==> config.mk <==
export PLATFORM = sky130hd
export DESIGN_NAME = m_wb_uart
export DESIGN_NICKNAME = d
export VERILOG_FILES = /design/src/rtl/m_wb_uart.sv
export SDC_FILE = /design/constraint.sdc
export NUM_CORES = 1
export LEC_CHECK = 0
export BUFFER_PORTS_ARGS = -buffer_cell sky130_fd_sc_hd__buf_2
export CAP_MARGIN = 20
export CORE_MARGIN = 3
export CORE_UTILIZATION = 58
export DETAILED_ROUTE_END_ITERATION = 8
export GPL_TIMING_DRIVEN = 0
export PLACE_DENSITY = 0.79
export SLEW_MARGIN = 20
export SYNTH_ARGS = -nofsm -noshare
export SYNTH_HDL_FRONTEND = slang
export SYNTH_SLANG_ARGS = --single-unit
==> constraint.sdc <==
create_clock -name CLK_I -period 2.3 [get_ports CLK_I]
set_input_delay 0.69 -clock CLK_I [delete_from_list [all_inputs] [get_ports CLK_I]]
set_output_delay 0.69 -clock CLK_I [all_outputs]
set_load 0.02 [all_outputs]
==> src/rtl/m_wb_uart.sv <==
// Wishbone byte UART: 1-cycle ACK except DATA writes, which stall while TX is busy; 10*DIVISOR-cycle frames.
// `define UART_RX_FIFO_EN for an RXDEPTH-entry RX FIFO; otherwise RX uses a single holding register.
module m_wb_uart #(
  parameter int DIVISOR = 104,
  parameter int DIVW    = 16
`ifdef UART_RX_FIFO_EN
  , parameter int RXDEPTH = 4
`endif
) (
  input  logic        CLK_I,
  input  logic        RST_I,
  input  logic        STB_I,
  input  logic        WE_I,
  input  logic        ADR_I,
  input  logic [7:0]  DAT_I,
  output logic [31:0] DAT_O,
  output logic        ACK_O,
  input  logic        usartRX,
  output logic        usartTX
);

  typedef enum logic {TX_IDLE, TX_SHIFT} tx_state_t;
  typedef enum logic [1:0] {RX_IDLE, RX_START, RX_DATA, RX_STOP} rx_state_t;

  localparam logic [DIVW-1:0] BIT_RELOAD  = DIVW'(DIVISOR - 1);
  localparam logic [DIVW-1:0] HALF_RELOAD = DIVW'(DIVISOR / 2);

  tx_state_t       tx_state;
  logic [8:0]      tx_shift;
  logic [3:0]      tx_bits;
  logic [DIVW-1:0] tx_cnt;
  logic            txbusy;

  rx_state_t       rx_state;
  logic            rx_meta, rx_sync, rx_prev;
  logic [DIVW-1:0] rx_cnt;
  logic [2:0]      rx_bits;
  logic [7:0]      rx_byte;
  logic            rx_push, rx_ferr, rx_drop, rx_pop;
  logic            rxavail;
  logic [7:0]      rx_head;
  logic            ovr, ferr;

  logic data_wr, data_rd, stat_rd;

  assign txbusy  = (tx_state == TX_SHIFT);
  assign ACK_O   = STB_I & ~(WE_I & ~ADR_I & txbusy);
  assign data_wr = ACK_O & WE_I & ~ADR_I;
  assign data_rd = ACK_O & ~WE_I & ~ADR_I;
  assign stat_rd = ACK_O & ~WE_I & ADR_I;
  assign rx_pop  = data_rd & rxavail;

  always_comb begin
    DAT_O = '0;
    if (data_rd)
      DAT_O = {23'b0, rxavail, rxavail ? rx_head : 8'h00};
    else if (stat_rd)
      DAT_O = {28'b0, ferr, ovr, rxavail, txbusy};
  end

  always_ff @(posedge CLK_I) begin
    if (RST_I) begin
      tx_state <= TX_IDLE;
      tx_shift <= '1;
      tx_bits  <= '0;
      tx_cnt   <= '0;
      usartTX  <= 1'b1;
    end else begin
      case (tx_state)
        TX_IDLE: begin
          if (data_wr) begin
            tx_state <= TX_SHIFT;
            tx_shift <= {1'b1, DAT_I};
            tx_bits  <= 4'd9;
            tx_cnt   <= BIT_RELOAD;
            usartTX  <= 1'b0;
          end
        end
        TX_SHIFT: begin
          if (tx_cnt != '0) begin
            tx_cnt <= tx_cnt - 1'b1;
            // Leave SHIFT in the last stop-bit cycle so a stalled write starts the next frame with no gap.
            if (tx_bits == 4'd0 && tx_cnt == DIVW'(1))
              tx_state <= TX_IDLE;
          end else begin
            tx_cnt   <= BIT_RELOAD;
            tx_bits  <= tx_bits - 1'b1;
            usartTX  <= tx_shift[0];
            tx_shift <= {1'b1, tx_shift[8:1]};
          end
        end
        default: tx_state <= TX_IDLE;
      endcase
    end
  end

  always_ff @(posedge CLK_I) begin
    if (RST_I) begin
      rx_meta <= 1'b1;
      rx_sync <= 1'b1;
      rx_prev <= 1'b1;
    end else begin
      rx_meta <= usartRX;
      rx_sync <= rx_meta;
      rx_prev <= rx_sync;
    end
  end

  always_ff @(posedge CLK_I) begin
    if (RST_I) begin
      rx_state <= RX_IDLE;
      rx_cnt   <= '0;
      rx_bits  <= '0;
      rx_byte  <= '0;
      rx_push  <= 1'b0;
      rx_ferr  <= 1'b0;
    end else begin
      rx_push <= 1'b0;
      rx_ferr <= 1'b0;
      case (rx_state)
        RX_IDLE: begin
          if (rx_prev && !rx_sync) begin
            rx_state <= RX_START;
            rx_cnt   <= HALF_RELOAD;
          end
        end
        RX_START: begin
          if (rx_cnt != '0)
            rx_cnt <= rx_cnt - 1'b1;
          else if (rx_sync)
            rx_state <= RX_IDLE;
          else begin
            rx_state <= RX_DATA;
            rx_cnt   <= BIT_RELOAD;
            rx_bits  <= '0;
          end
        end
        RX_DATA: begin
          if (rx_cnt != '0)
            rx_cnt <= rx_cnt - 1'b1;
          else begin
            rx_byte <= {rx_sync, rx_byte[7:1]};
            rx_cnt  <= BIT_RELOAD;
            rx_bits <= rx_bits + 1'b1;
            if (rx_bits == 3'd7)
              rx_state <= RX_STOP;
          end
        end
        RX_STOP: begin
          if (rx_cnt != '0)
            rx_cnt <= rx_cnt - 1'b1;
          else begin
            // Back to IDLE at mid stop bit so the next start edge is caught early.
            rx_state <= RX_IDLE;
            if (rx_sync)
              rx_push <= 1'b1;
            else
              rx_ferr <= 1'b1;
          end
        end
        default: rx_state <= RX_IDLE;
      endcase
    end
  end

`ifdef UART_RX_FIFO_EN
  logic fifo_rdy;

  m_wb_uart_fifo #(.DW(8), .DEPTH(RXDEPTH)) u_rx_fifo (
    .clk    (CLK_I),
    .rst    (RST_I),
    .wr_vld (rx_push),
    .wr_rdy (fifo_rdy),
    .wr_dat (rx_byte),
    .rd_vld (rxavail),
    .rd_rdy (rx_pop),
    .rd_dat (rx_head)
  );

  assign rx_drop = rx_push & ~fifo_rdy;
`else
  logic       hold_vld;
  logic [7:0] hold_dat;

  always_ff @(posedge CLK_I) begin
    if (RST_I) begin
      hold_vld <= 1'b0;
      hold_dat <= '0;
    end else if (rx_push && (!hold_vld || rx_pop)) begin
      hold_vld <= 1'b1;
      hold_dat <= rx_byte;
    end else if (rx_pop) begin
      hold_vld <= 1'b0;
    end
  end

  assign rxavail = hold_vld;
  assign rx_head = hold_dat;
  assign rx_drop = rx_push & hold_vld & ~rx_pop;
`endif

  // A new error event outranks a clearing STATUS read in the same cycle.
  always_ff @(posedge CLK_I) begin
    if (RST_I) begin
      ovr  <= 1'b0;
      ferr <= 1'b0;
    end else begin
      ovr  <= rx_drop | (ovr & ~stat_rd);
      ferr <= rx_ferr | (ferr & ~stat_rd);
    end
  end

endmodule

`ifdef UART_RX_FIFO_EN
module m_wb_uart_fifo #(
  parameter int DW    = 8,
  parameter int DEPTH = 4
) (
  input  logic          clk,
  input  logic          rst,
  input  logic          wr_vld,
  output logic          wr_rdy,
  input  logic [DW-1:0] wr_dat,
  output logic          rd_vld,
  input  logic          rd_rdy,
  output logic [DW-1:0] rd_dat
);

  localparam int AW = $clog2(DEPTH);

  logic [DW-1:0] mem [DEPTH];
  logic [AW-1:0] wr_ptr, rd_ptr;
  logic [AW:0]   count;
  logic          do_wr, do_rd;

  assign rd_vld = (count != '0);
  assign do_rd  = rd_vld & rd_rdy;
  // A same-cycle pop frees a slot, so a full FIFO still accepts the write.
  assign wr_rdy = (count != (AW+1)'(DEPTH)) | do_rd;
  assign do_wr  = wr_vld & wr_rdy;
  assign rd_dat = mem[rd_ptr];

  always_ff @(posedge clk) begin
    if (do_wr)
      mem[wr_ptr] <= wr_dat;
  end

  always_ff @(posedge clk) begin
    if (rst) begin
      wr_ptr <= '0;
      rd_ptr <= '0;
      count  <= '0;
    end else begin
      if (do_wr)
        wr_ptr <= wr_ptr + 1'b1;
      if (do_rd)
        rd_ptr <= rd_ptr + 1'b1;
      count <= count + (AW+1)'(do_wr) - (AW+1)'(do_rd);
    end
  end

endmodule
`endif

Word level (Yosys, flattened, before mapping). Cells that the tools add are included.

Word-level logic and storage cells: 118. Output and inout port bits: 34. Input bits: 14. Bits in registers: 76.

Reduce and logical (&&, ||, !) cells: 18. Bitwise operators: 23. Equality and inequality tests: 15. Add/subtract/negate cells: 4. Muxes and demuxes: 40.

Operator list (count): 16-bit 2-to-1 mux (7); 16-bit case mux with 4 select lines (1); 32-bit 2-to-1 mux (1); 16-bit case mux with 2 select lines (1); 16-bit nonzero test (2); 16-bit by 1-bit subtractor with 16-bit output (second input constant) (2); 9-bit 2-to-1 mux (2); 2-bit != test (second input constant) (9); 9-bit case mux with 2 select lines (1); 16-bit by 1-bit equality test with 1-bit output (second input constant) (1); 1-bit AND (13); 2-bit 2-to-1 mux (6); 4-bit 2-to-1 mux (3); 1-bit 2-to-1 mux (9); 3-bit 2-to-1 mux (3); 8-bit 2-to-1 mux (1); 1-bit inverter (8); 2-bit case mux with 4 select lines (1); 4-bit case mux with 2 select lines (1); 3-bit case mux with 2 select lines (1); 5-bit AND reduction (1); 2-bit equality test (second input constant) (2); 4-bit logical NOT (1); 1-bit case mux with 2 select lines (2); other kinds (15) (21).

Logic depth before layout (Yosys ltp). Gate-level depths: netlist of run 1.

Word-level depth: 11. Gate-level depth with buffers: 8. Gate-level depth less buffers: 7.

Least setup slack after synthesis of run 1. No wires, ideal clock.

Kind: input port to output port. From: in WE_I. To: out DAT_O[4]. Stages on the path: 4. Path buffers: 1. Arrival: 1.970 ns. Required time: 1.610 ns. Path slack: -0.360 ns. Path through: nand2b_1 clkbuf_1 nor3b_1 and2_1.

Cells in the longest elaborated chain, start to end: 7. Elaborated cells between the ends (all ways): 8.

RTL lines: start, declared (RTL line 13) `input logic WE_I,`; 1-bit AND (2 in series) (RTL line 47) `assign ACK_O = STB_I & ~(WE_I & ~ADR_I & txbusy);`; 1-bit inverter (RTL line 47); 1-bit AND (RTL line 47); 1-bit AND (*) (2 in series) (RTL line 49) `assign data_rd = ACK_O & ~WE_I & ~ADR_I;`; 32-bit 2-to-1 mux (*) (RTL line 55) `if (data_rd)`; end, declared (RTL line 16) `output logic [31:0] DAT_O,`.

Every way passes the cells marked *; elsewhere a longest branch is shown, timed or not.

Final worst setup path of run 1. Same ends and word-level chain as after synthesis.

==> flow_metrics.py, run 1 <==
metrics = {
    "outcome": {
        "status": "completed",
    },
    "timing": {
        "relSlewSlack": 0.515,
        "maxClockFrequency_mhz": 452,
        "maxSlewViolCount": 0,
        "tightest_slew_ns": 0.723,
        "min_period_ns": 2.21,
        "rsz0062_at_grt": "no",
        "finClkSkew_ns": 0.00810,
        "setup_viol": 0,
        "worst_slack_ns": 0.0895,
        "fin_crit_sh": 0.961,
        "finalHoldViolations": 0,
    },
    "global_route": {
        "grt_first_pass_wirelength_mm": 14.9,
        "grt_start_max_net_pins": 14,
        "antenna_found_initial": 0,
        "grt_usage": 0.235,
        "grt_overflow": 0,
        "grt_pass1_vias": 3265,
    },
    "clock_network": {
        "htreeDepth": 3,
        "cts_buffers": 9,
        "hold_buffers": 0,
        "cts_buffer_depth": 2,
        "cts_tree": "built",
        "worstSkewPairLatency_ns": 0.35,
        "cts.root.buffer_cell": "clkbuf_8",
        "clock_sinks": 75,
        "clk_pin_slew_worst_paths_ns": 0.08,
    },
    "place": {
        "io_buffers": 24,
        "place.gp.congestion": 0.911,
        "placed_area_mm2": 0.00439,
        "dpl.hpwl_mm": 6.53,
        "dp_slack_ns": -0.0862,
    },
    "logic_synthesis": {
        "async_reset_ff_frac": 0,
        "yosys-top-cells-area": "dfxtp_1 (37%), a21oi_1 (5.3%), buf_4 (5.0%), nor2_1 (4.3%), ha_1 (4.0%)",
        "synth.top_cell.area_share": 0.370,
        "ys_seq_area_frac": 0.370,
        "synth_warnings": 0,
        "synth_area_leader_cell": "dfxtp_1",
        "synth_ff_type": "dfxtp_1",
        "ys_types": 72,
        "synthesis.area_mm2": 0.00406,
        "synth-seq-cells": 75,
        "synth_cells": 482,
        "synth_commonest_cells": "dfxtp_1 (75), nor2_1 (46), a21oi_1 (43)",
        "yosysMostFrequentCell": "dfxtp_1",
        "avgSynthCellArea_um2": 8.42,
        "synth_edf_count": 0,
    },
    "drt": {
        "wl_mm": 8.91,
        "drt-initial-drc-count": 198,
        "wire_per_inst_um": 14.0,
        "post-route-drc-count": 0,
        "vias_per_cell": 5.60,
        "num_vias": 3554,
        "ant_nets": 0,
        "first_pass_iters": 4,
    },
    "power_and_ir_drop": {
        "p_leak_nw": 1.86,
        "power.density_mw_per_mm2": 796,
        "power_mw": 3.71,
        "vdd_drop_max_mv": 0.388,
    },
    "worst_setup_path": {
        "crit_arrival_ns": 1.52,
        "crit_type": "input pin to output pin",
        "critical_path_required_ns": 1.61,
        "critPathLaunchType": "input pin",
        "cp_common_cell": "buf_2",
        "crit_chain": "buf_2 -> nand2b_4 -> nor3b_4 -> and2_1 -> buf_2",
        "endpoint_kind": "output pin",
        "max_stage_delay_ns": 0.24,
        "r2r_slack_ns": 0.14,
        "critPathMaxFanout": 7,
        "slowest_stage": "nor3b_4",
    },
    "floorplan": {
        "die_w_um": 89.7,
        "fp.dieArea_mm2": 0.00804,
        "core_mm2": 0.00657,
        "start_util": 0.618,
        "num_rows": 29,
        "boundaryPins": 48,
        "die_h_um": 89.7,
    },
    "final_layout": {
        "fin_area_mm2": 0.00466,
        "multiInputGateArea_mm2": 0.00233,
        "ff_latch_area_mm2": 0.00150,
        "area_growth_pct": 14.9,
        "final_nets": 564,
        "n_antenna_cell": 0,
        "n_fill_cell": 518,
        "final_layout_size_suffix_gt1_frac": 0.186,
    },
    "min_path": {
        "hp-class": "flip-flop to flip-flop",
    },
    "job": {
        "drv_cap": 0,
    },
}
-- state kept, by name, indices dropped and copies added (netlist names), 3 cells and up, named ones only --
signal and count:
rx_cnt 16, hold_dat 8, rx_bits 3, tx_shift 8
rx_byte 8, tx_cnt 16, tx_bits 4
-- repair_timing --
item,4_1_cts,5_1_grt
resized for setup,6,7
buffers inserted,0,0
pin swaps,1,0
hold endpoints to repair,0,0
setup endpoints to repair,9,9
-- cell families (layout without fill, tap and decap cells) --
| group | Yosys count | count (layout) | synth area share |
|---|---|---|---|
| XOR/XNOR | 8 | 8 | 0.0173 |
| adder cells (fa/ha/maj) | 13 | 13 | 0.0401 |
| other | 1 | 23 | 0.000924 |
| AO/OA/AOI/OAI | 128 | 128 | 0.211 |
| flip-flops | 75 | 75 | 0.370 |
| multiplexers | 9 | 9 | 0.0225 |
| buffers and inverters | 61 | 99 | 0.0863 |
| AND/OR/NAND/NOR | 187 | 187 | 0.252 |
-- placed cells by master (no fill, tap or decap), types with 5 or more instances in the layout --
cell type,netlist,final
dfxtp_1,75,73
nor2_1,46,46
a21oi_1,43,43
nand2_1,37,37
buf_4,27,28
buf_2,2,26
conb_1,1,23
nand3_1,22,22
nor3_1,15,15
inv_1,14,14
o21ai_0,14,14
a211oi_1,14,14
clkbuf_1,15,13
ha_1,13,11
nor2b_1,10,10
o21bai_1,10,10
clkbuf_8,0,9
mux2i_1,8,8
and2_1,7,7
nand2b_1,8,7
a311oi_1,6,6
or2_2,5,5
nand3b_1,5,5
nor4_1,5,5
xor2_1,5,5
-- through the flow --
stage	utilization	TNS [ns]	cells	hold slack [ns]
after detailed placement	0.669	-2.06	621	0.411
final	0.710	0	635	0.440
after global placement	0.669	-2.21	621	0.398
after CTS	0.706	0	635	0.442
after floorplan	-	0	504	0.389
after global routing	0.710	0	635	0.467
-- worst max-delay path: cells and delay by family --
family | cells | cell delay, ns
buf+inv | 2 | 0.28
simple gates | 3 | 0.56
-- power by group --
group,switching [mW],internal (mW)
registers,0.0888,1.38
clock network,0.505,0.723
logic,0.606,0.406
-- area by class of cell --
class,instances,area share
clock inverters,6,0.0244
multi-input cells,368,0.500
plain buffers,45,0.0638
inverters,14,0.0113
repair buffers,24,0.0258
well taps,93,0.0249
flip-flops and latches,75,0.322
clock buffers,10,0.0274
-- final timing paths --
check | from | end | cells past startpoint
max | WE_I | DAT_O[4] | 5
min | rx_meta | rx_sync | 1
max reg2reg | flip-flop | rx_cnt[14] | 7
min reg2reg | rx_meta | rx_sync | 1
-- metal layers --
layer	vias to the layer above	routed length (um)	GRT usage
met3	11	503	0.0465
met4	0	84	0.0785
met1	1646	4020	0.306
met2	106	4300	0.391
met5	-	0	0
li1	1791	-	-
No activity file was read; power rests on OpenSTA's default activity.
==> run 2: changes to the inputs <==
==> constraint.sdc (replaced) <==
create_clock -name CLK_I -period 2.3 [get_ports CLK_I]
set_input_delay 0.46 -clock CLK_I [delete_from_list [all_inputs] [get_ports CLK_I]]
set_output_delay 0.46 -clock CLK_I [all_outputs]
set_load 0.02 [all_outputs]
==> run 2 against run 1 <==
- critical path depth grew 2
- highest routed layer unchanged
- clock skew about the same
- via count shrank 0.14%
- final cell count grew 0.31%
- wire length rose by 2.8%
- non-clock buffer count increased by 2
- sequential share of layout area grew 0.50 points
- first-iteration DRC count fell by 13%
- power shrank 5.7%
- design area decreased by 1.6%
==> flow_metrics.py, run 2 (synthesized netlist as in run 1, its figures left out) <==
metrics = {
    "timing": {
        "finalHoldViolations": 0,
        "fin_crit_sh": 0.963,
        "min_period_ns": 2.21,
        "setup_viol": 0,
        "rsz0062_at_grt": "no",
        "maxSlewViolCount": 0,
        "maxClockFrequency_mhz": 452,
        "finClkSkew_ns": 0.00808,
        "tightest_slew_ns": 0.694,
        "finalSetupTns_ns": 0,
        "relSlewSlack": 0.534,
    },
    "worst_setup_path": {
        "crit_type": "flip-flop to flip-flop",
        "crit_arrival_ns": 2.50,
        "critPathMaxFanout": 6,
        "endpoint_kind": "flip-flop",
        "critPathLaunchType": "flip-flop",
        "critical_path_required_ns": 2.59,
    },
    "global_route": {
        "grt_start_max_net_pins": 14,
        "grt_usage": 0.239,
        "antenna_found_initial": 0,
        "grt_overflow": 0,
        "grt_pass1_vias": 3215,
        "grt_first_pass_wirelength_mm": 15.1,
    },
    "final_layout": {
        "n_fill_cell": 545,
        "area_growth_pct": 13.0,
        "ff_latch_area_mm2": 0.00150,
        "final_layout_size_suffix_gt1_frac": 0.178,
        "fin_area_mm2": 0.00459,
        "final_core_util": 0.699,
        "mostFrequentLayoutCells": "dfxtp_1 (74), nor2_1 (46), a21oi_1 (43), nand2_1 (37)",
        "n_antenna_cell": 0,
        "mostFrequentLayoutCell": "dfxtp_1",
        "multiInputGateArea_mm2": 0.00230,
        "top_regs": "rx_cnt: 16 flops, tx_cnt: 16 flops",
        "stdcell_count": 637,
        "final_nets": 566,
    },
    "clock_network": {
        "cts_tree": "built",
        "clock_sinks": 75,
        "worstSkewPairLatency_ns": 0.35,
        "htreeDepth": 3,
        "cts.root.buffer_cell": "clkbuf_8",
        "cts_buffers": 9,
        "cts_buffer_depth": 2,
        "clk_pin_slew_worst_paths_ns": 0.08,
        "postCtsSetupBuffers": 0,
    },
    "place": {
        "place.gp.congestion": 0.920,
        "io_buffers": 24,
        "placed_area_mm2": 0.00438,
        "dpl.hpwl_mm": 6.63,
        "dp.cells": 621,
    },
    "drt": {
        "wl_mm": 9.16,
        "wire_per_inst_um": 14.4,
        "num_vias": 3549,
        "drt-initial-drc-count": 173,
        "first_pass_iters": 4,
        "ant_nets": 0,
        "vias_per_cell": 5.57,
        "post-route-drc-count": 0,
    },
    "floorplan": {
        "boundaryPins": 48,
        "num_rows": 29,
        "start_util": 0.618,
        "core_mm2": 0.00657,
        "die_h_um": 89.7,
        "fp.dieArea_mm2": 0.00804,
        "die_w_um": 89.7,
    },
    "outcome": {
        "status": "completed",
    },
    "min_path": {
        "hp-class": "input pin to flip-flop",
    },
    "power_and_ir_drop": {
        "power.density_mw_per_mm2": 763,
        "vdd_drop_max_mv": 0.505,
        "p_leak_nw": 1.83,
    },
    "job": {
        "drv_cap": 0,
    },
}
-- run 2: power by group --
| part | internal [mW] | switching [mW] |
|---|---|---|
| Sequential | 1.38 | 0.0904 |
| Clock | 0.504 | 0.515 |
| Combinational | 0.399 | 0.610 |
-- run 2: layout make-up --
| class | count | area share |
|---|---|---|
| plain buffers | 47 | 0.0654 |
| flip-flops and latches | 75 | 0.327 |
| inverters | 14 | 0.0115 |
| multi-input cells | 368 | 0.502 |
| well taps | 93 | 0.0254 |
| repair buffers | 24 | 0.0262 |
| clock inverters | 6 | 0.0142 |
| clock buffers | 10 | 0.0278 |
-- run 2: worst paths after layout --
kind,start,end,slack (ns),cells after the start
max,rx_state[0],rx_cnt[14],0.09,7
min,usartRX,rx_meta,0.30,2
max reg2reg,rx_state[0],rx_cnt[14],0.09,7
min reg2reg,rx_meta,rx_sync,0.42,1
-- run 2: metrics by stage --
stage / power [mW] / hold slack (ns) / worst slack, ns
6_report: 3.50 / 0.297 / 0.0859
3_5_place_dp: 2.49 / 0.400 / 0.0372
5_1_grt: 3.69 / 0.294 / 0.0135
3_3_place_gp: 2.46 / 0.397 / 0.0821
2_1_floorplan: 2.28 / 0.389 / 0.100
4_1_cts: 3.50 / 0.284 / 0.0160
-- run 2: layer usage --
layer / share of wire / GRT usage / wire length [um]
met4: 0.013 / 0.0839 / 123
met5: 0 / 0 / 0
met3: 0.050 / 0.0356 / 455
met2: 0.47 / 0.393 / 4310
met1: 0.47 / 0.320 / 4270
-- run 2: critical path, cell delays in order, from the launching register on --
cell	delay [ns]
dfxtp_2	0.38
inv_1	0.09
ha_2	0.37
o21bai_1	0.13
a21o_1	0.26
or4_1	0.52
or3_1	0.32
o21ai_1	0.07
-- run 2: timing repair --
| item | in CTS | in global routing |
|---|---|---|
| hold buffers | 0 | 0 |
| gates cloned | 0 | 0 |
| gates resized for setup | 2 | 4 |
| pin swaps | 0 | 0 |
| endpoints found under the setup margin | 2 | 11 |
